<file path="src/rtl/pipe_hazard_ctrl.sv">
`default_nettype none
// ============================================================================
//  Module   : pipe_hazard_ctrl
//  Function : 5-stage pipeline latch enables/flushes, load-use stall,
//             taken-branch flush and multdiv start/wait/done sequencing.
//  Revision : 1.0  initial release
// ============================================================================
module pipe_hazard_ctrl #(
    parameter int MD_TIMEOUT = 64,
    parameter int CNT_W      = 32
) (
    input  logic             clk,
    input  logic             clr,
    input  logic [31:0]      fd_insn,
    input  logic [31:0]      dx_insn,
    input  logic             br_taken,
    input  logic             md_rdy,
    output logic             pc_en,
    output logic             fd_en,
    output logic             dx_en,
    output logic             xm_en,
    output logic             mw_en,
    output logic             fd_flush,
    output logic             dx_flush,
    output logic             xm_flush,
    output logic             md_start,
    output logic             md_sel,
    output logic             md_err,
    output logic [CNT_W-1:0] stall_cnt
);

    localparam logic [4:0] c_OP_R    = 5'b00000;
    localparam logic [4:0] c_OP_LW   = 5'b01000;
    localparam logic [4:0] c_OP_SW   = 5'b00111;
    localparam logic [4:0] c_ALU_MUL = 5'b00110;
    localparam logic [4:0] c_ALU_DIV = 5'b00111;

    localparam logic [1:0] c_IDLE  = 2'd0;
    localparam logic [1:0] c_START = 2'd1;
    localparam logic [1:0] c_WAIT  = 2'd2;
    localparam logic [1:0] c_DONE  = 2'd3;

    localparam int c_WCNT_W = (MD_TIMEOUT > 2) ? $clog2(MD_TIMEOUT) : 1;

    logic [1:0]          r_state;
    logic [c_WCNT_W-1:0] r_wait_cnt;
    logic                r_md_err;
    logic [CNT_W-1:0]    r_stall_cnt;

    logic [4:0] w_dx_op, w_dx_rd, w_dx_aluop;
    logic [4:0] w_fd_op, w_fd_rd, w_fd_rs, w_fd_rt;
    logic       w_dx_md, w_load_use;
    logic       w_unused_bits;

    assign w_dx_op    = dx_insn[31:27];
    assign w_dx_rd    = dx_insn[26:22];
    assign w_dx_aluop = dx_insn[6:2];
    assign w_fd_op    = fd_insn[31:27];
    assign w_fd_rd    = fd_insn[26:22];
    assign w_fd_rs    = fd_insn[21:17];
    assign w_fd_rt    = fd_insn[16:12];

    assign w_unused_bits = ^{dx_insn[21:7], dx_insn[1:0], fd_insn[11:0]};

    assign w_dx_md = (w_dx_op == c_OP_R) &&
                     ((w_dx_aluop == c_ALU_MUL) || (w_dx_aluop == c_ALU_DIV));

    // Only sources actually read by the F/D instruction's format count.
    assign w_load_use = (w_dx_op == c_OP_LW) && (w_dx_rd != 5'd0) &&
                        ((w_fd_rs == w_dx_rd) ||
                         ((w_fd_op == c_OP_R)  && (w_fd_rt == w_dx_rd)) ||
                         ((w_fd_op == c_OP_SW) && (w_fd_rd == w_dx_rd)));

    always_comb begin
        pc_en    = 1'b1;
        fd_en    = 1'b1;
        dx_en    = 1'b1;
        xm_en    = 1'b1;
        mw_en    = 1'b1;
        fd_flush = 1'b0;
        dx_flush = 1'b0;
        xm_flush = 1'b0;
        md_start = 1'b0;
        md_sel   = 1'b0;
        if (!clr) begin
            pc_en = 1'b0;
            fd_en = 1'b0;
            dx_en = 1'b0;
            xm_en = 1'b0;
            mw_en = 1'b0;
        end else begin
            case (r_state)
                c_START, c_WAIT: begin
                    pc_en    = 1'b0;
                    fd_en    = 1'b0;
                    dx_en    = 1'b0;
                    xm_flush = 1'b1;
                    md_start = (r_state == c_START);
                end
                c_DONE: md_sel = 1'b1;
                default: begin
                    // A multdiv about to start outranks branch and hazard.
                    if (!w_dx_md) begin
                        if (br_taken) begin
                            fd_flush = 1'b1;
                            dx_flush = 1'b1;
                        end else if (w_load_use) begin
                            pc_en    = 1'b0;
                            fd_en    = 1'b0;
                            dx_flush = 1'b1;
                        end
                    end
                end
            endcase
        end
    end

    always_ff @(posedge clk or negedge clr) begin
        if (!clr) begin
            r_state     <= c_IDLE;
            r_wait_cnt  <= '0;
            r_md_err    <= 1'b0;
            r_stall_cnt <= '0;
        end else begin
            if (!pc_en) r_stall_cnt <= r_stall_cnt + CNT_W'(1);
            case (r_state)
                c_IDLE:  if (w_dx_md) r_state <= c_START;
                c_START: begin
                    r_state    <= c_WAIT;
                    r_wait_cnt <= '0;
                end
                c_WAIT: begin
                    if (md_rdy) begin
                        r_state <= c_DONE;
                    end else if (r_wait_cnt == c_WCNT_W'(MD_TIMEOUT - 1)) begin
                        r_state  <= c_DONE;
                        r_md_err <= 1'b1;
                    end else begin
                        r_wait_cnt <= r_wait_cnt + c_WCNT_W'(1);
                    end
                end
                default: r_state <= c_IDLE;
            endcase
        end
    end

    assign md_err    = r_md_err;
    assign stall_cnt = r_stall_cnt;

endmodule
`default_nettype wire

</file>
<file path="config.mk">
export PLATFORM = sky130hd
export DESIGN_NAME = pipe_hazard_ctrl
export DESIGN_NICKNAME = d
export VERILOG_FILES = /design/src/rtl/pipe_hazard_ctrl.sv
export SDC_FILE = /design/constraint.sdc
export NUM_CORES = 1
export LEC_CHECK = 0
export BUFFER_PORTS_ARGS = -buffer_cell sky130_fd_sc_hd__buf_2
export CAP_MARGIN = 20
export CORE_ASPECT_RATIO = 0.8
export CORE_MARGIN = 5
export CORE_UTILIZATION = 40
export CTS_CLUSTER_DIAMETER = 120
export DETAILED_ROUTE_END_ITERATION = 16
export PLACE_DENSITY = 0.7
export SLEW_MARGIN = 20
export SYNTH_ARGS = -nofsm -noshare
export SYNTH_HDL_FRONTEND = slang
export SYNTH_SLANG_ARGS = --single-unit
</file>
<file path="constraint.sdc">
create_clock -name clk -period 3.9 [get_ports clk]
set_input_delay 0.78 -clock clk [delete_from_list [all_inputs] [get_ports clk]]
set_output_delay 0.78 -clock clk [all_outputs]
set_load 0.1 [all_outputs]
</file>
==> qor.txt <==
DRT
--------------------------------------------------------------------------------------
Final routed wirelength across all metal layers                                5608 um
Drt pass-1 iters                                                                     4
Count of antenna-violating nets left after detailed routing                          0
Initial drt markers                                                                 83
DR DRC count                                                                         0
Routed vias                                                                      2,039
Post-DR vias/cell                                                                5.072
Routed WL per cell                                                            13.95 um

WORST SETUP PATH
--------------------------------------------------------------------------------------
Signal arrival time at the worst endpoint                                      2.27 ns
Type of the worst setup path                                              primary input to output pin
Slowest stage delay, CP                                                        0.43 ns
Sum of buffers and inverters on the critical path                                    2
Critical path's slowest cell                                              sky130_fd_sc_hd__buf_2
Nature of the critical path endpoint                                        output pin
Startpoint type of the worst setup path                                   primary input
Required time worst endpoint                                                   3.12 ns
Maximum fanout along the worst path                                                  4
Cell repeated most along the worst path                                   sky130_fd_sc_hd__buf_2
Kind of cell with the highest combined delay on the critical path         simple AND/OR/NAND/NOR gates
Setup slack, reg-to-reg                                                        1.72 ns
Cell Chain, Critical Path                                                 buf_2 -> xor2_1 -> nor4_1 -> nand4_1 -> nand3_1 -> a21oi_1 -> nor2_1 -> buf_2

HOLD PATH
--------------------------------------------------------------------------------------
Worst Hold Class                                                          primary input to async pin

PLACEMENT
--------------------------------------------------------------------------------------
Weighted congestion reported at the end of routability-driven placement         0.8554
# placed instances                                                                 394
Final HPWL DP                                                                  4309 um
IO buf count                                                                        80

POWER AND IR DROP
--------------------------------------------------------------------------------------
Net switching component of the power                                         0.9476 mW
Power share of the sequential group                                              29.3%
Static Leak                                                                   1.518 nW
Worst voltage drop across the vdd grid                                        527.8 uV
Switching share of power                                                        49.95%
Combinational fraction of design power                                           52.3%
Internal Pwr Total                                                           0.9497 mW
Power density relative to cell area                                       621.0 mW/mm^2
Clock power share                                                                18.4%

FINISH
--------------------------------------------------------------------------------------
Number of standard cells in the layout, taps in and fillers out                    402
Most frequent standard cell in the layout excluding fill and tap cells    sky130_fd_sc_hd__buf_2
Area overhead of the layout relative to synthesis                               25.62%
Highest-count cells in the layout ignoring fill and taps                  78 x sky130_fd_sc_hd__buf_2, 41 x sky130_fd_sc_hd__dfrtp_1, 36 x sky130_fd_sc_hd__xnor2_1
Fillers                                                                            532
Antenna diode count                                                                  0
Proportion of layout cells with a drive suffix above 1                          31.78%
Final #Nets                                                                        396

DIE
--------------------------------------------------------------------------------------
Die extent in y                                                               79.75 um
Count of pins on the block boundary                                                111
Overall die area                                                          0.007750 sq mm
Total core area                                                           0.005912 sq mm
Std cell rows                                                                       25
Horizontal die dimension                                                      97.19 um
Starting utilization of the core area                                           41.14%

SYNTH
--------------------------------------------------------------------------------------
Post-Syn Area                                                             0.002432 sq mm
Average cell area after synthesis                                          10.26 sq um
Part of the Yosys area used for sequential elements                             42.18%
Instance count of the mapped netlist                                               237
Number of distinct library cells after synthesis                                    43
Syn_nets                                                                           313
Yosys warnings                                                                       0
Register bit total from synthesis                                                   41
Fraction of registers with async set or reset after synthesis                   100.0%
Flip-flop cell with the highest count after synthesis                     sky130_fd_sc_hd__dfrtp_1
EDFF count, synth                                                                    0

GRT
--------------------------------------------------------------------------------------
Overall overflow remaining after global route                                        0
Initial antenna violation count                                                      0
Via count of the first global-routing pass                                       1,996
GRT Resource Usage Total                                                        14.97%
Global-route wire length before repair                                         9653 um
Largest net degree at the start of global routing                                   31

CLOCK TREE
--------------------------------------------------------------------------------------
Worst-Skew Late Latency                                                        0.29 ns
Maximum buffer depth of the clock tree                                               2
Number of buffers added by the clock tree synthesis step                             5
Number of levels the H-tree was split into                                           2
Post-cts resize count                                                                0
Hold_buf cts                                                                         0
Root buffer selected by CTS                                               sky130_fd_sc_hd__clkbuf_8
Post-CTS Setup Repair Bufs                                                           0
CTS tree                                                                           yes
Clock-pin transition on the worst setup and hold timing paths                  0.08 ns
CTS sink count                                                                      41

TIMING
--------------------------------------------------------------------------------------
Number of slew-limit violations in the final report                                  0
Clock skew                                                                 0.009025 ns
Max Freq                                                                     328.2 MHz
Hold violation total from the final report                                           0
Period utilization                                                              78.12%
Total negative slack for setup checks                                             0 ns
Number of failing setup endpoints in the final timing report                         0
Normalized max-slew margin                                                      60.59%
Shortest clock period the worst path allows after layout                      3.047 ns
Hold WS                                                                      0.3465 ns
Setup repair after global routing missed its margin                                 no
Actual slew at the worst max-slew pin                                        0.5911 ns

JOB
--------------------------------------------------------------------------------------
Number of maximum-capacitance constraint violations                                  0

STATUS
--------------------------------------------------------------------------------------
Status                                                                    finished clean

==> worst paths after layout <==
path,startpoint,endpoint,depth (start not counted)
min,clr,stall_cnt[13]$_DFFE_PN0N_,1
min reg2reg,stall_cnt[31]$_DFFE_PN0N_,stall_cnt[31]$_DFFE_PN0N_,1
max reg2reg,r_wait_cnt[0]$_DFFE_PN0P_,r_wait_cnt[5]$_DFFE_PN0P_,7
min in group clk,stall_cnt[31]$_DFFE_PN0N_,stall_cnt[31]$_DFFE_PN0N_,1
max in group asynchronous,clr,md_err$_DFFE_PN0P_,2
max,dx_insn[22],dx_flush,8
==> registers in the layout, summed over array words and instances (netlist names) <==
| name | count |
|---|---|
| stall_cnt | 32 |
| md_err | 1 |
| r_state | 2 |
| r_wait_cnt | 6 |
==> power groups by stage <==
stage | clock (mW) | sequential [mW] | combinational (mW)
after CTS | 0.359 | 0.556 | 0.999
final | 0.349 | 0.556 | 0.992
after floorplan | 0 | 0.793 | 0.543
after global routing | 0.377 | 0.567 | 1.05
after global placement | 0 | 0.561 | 0.984
after detailed placement | 0 | 0.563 | 0.995
==> final cells by class <==
class                           count  area, sq um  share of cell area [%]
Clock buffer                        7        86.33                   2.826
Tap cell                           81        101.3                   3.317
Timing Repair Buffer               85        467.9                   15.32
Sequential cell                    41         1026                   33.58
Clock inverter                      1        30.03                  0.9828
Multi-Input combinational cell    181         1321                   43.24
Inverter                            6        22.52                  0.7371
==> Yosys cell counts, types with 2 or more instances <==
cell type	count	area (sq um)
sky130_fd_sc_hd__and2_1	6	37.54
sky130_fd_sc_hd__and3_1	11	68.82
sky130_fd_sc_hd__and4_1	4	35.03
sky130_fd_sc_hd__buf_2	2	10.01
sky130_fd_sc_hd__buf_4	3	22.52
sky130_fd_sc_hd__buf_6	2	22.52
sky130_fd_sc_hd__dfrtp_1	41	1026
sky130_fd_sc_hd__ha_1	8	100.1
sky130_fd_sc_hd__inv_1	6	22.52
sky130_fd_sc_hd__mux2_2	3	33.78
sky130_fd_sc_hd__nand2_1	11	41.29
sky130_fd_sc_hd__nand3_1	19	95.09
sky130_fd_sc_hd__nand3b_1	2	15.01
sky130_fd_sc_hd__nand4_1	20	125.1
sky130_fd_sc_hd__nor2_1	15	56.30
sky130_fd_sc_hd__nor2b_1	2	12.51
sky130_fd_sc_hd__nor3_1	5	25.02
sky130_fd_sc_hd__nor4_1	3	18.77
sky130_fd_sc_hd__o21ai_0	2	10.01
sky130_fd_sc_hd__xnor2_1	36	315.3
sky130_fd_sc_hd__xor2_1	14	122.6
==> per-stage QoR <==
stage	worst slack [ns]	instance area (sq um)	utilization, %	total power [mW]
6_report	0.8534	3055	51.68	1.897
5_1_grt	0.7230	3055	51.68	1.996
4_1_cts	0.8395	3055	51.68	1.915
3_5_place_dp	0.8592	2939	49.71	1.559
3_3_place_gp	0.8443	2939	49.71	1.545
2_1_floorplan	0.4171	2432	-	1.336
==> kinds of logic after synthesis <==
logic type	Yosys count	share of synthesized area [%]
compound gates	11	3.909
flops	41	42.18
fa+ha+maj	8	4.115
xor+xnor	50	18.00
mux	4	1.800
simple gates	108	26.49
buf+inv	15	3.497
==> metal layers <==
metal	up-vias	GRT usage, %	wire, um
met3	5	3.843	402
li1	1005	-	-
met5	-	0	0
met1	972	20.44	2651
met2	57	23.62	2497
met4	0	4.208	57
(Power assumes the default switching activity.)
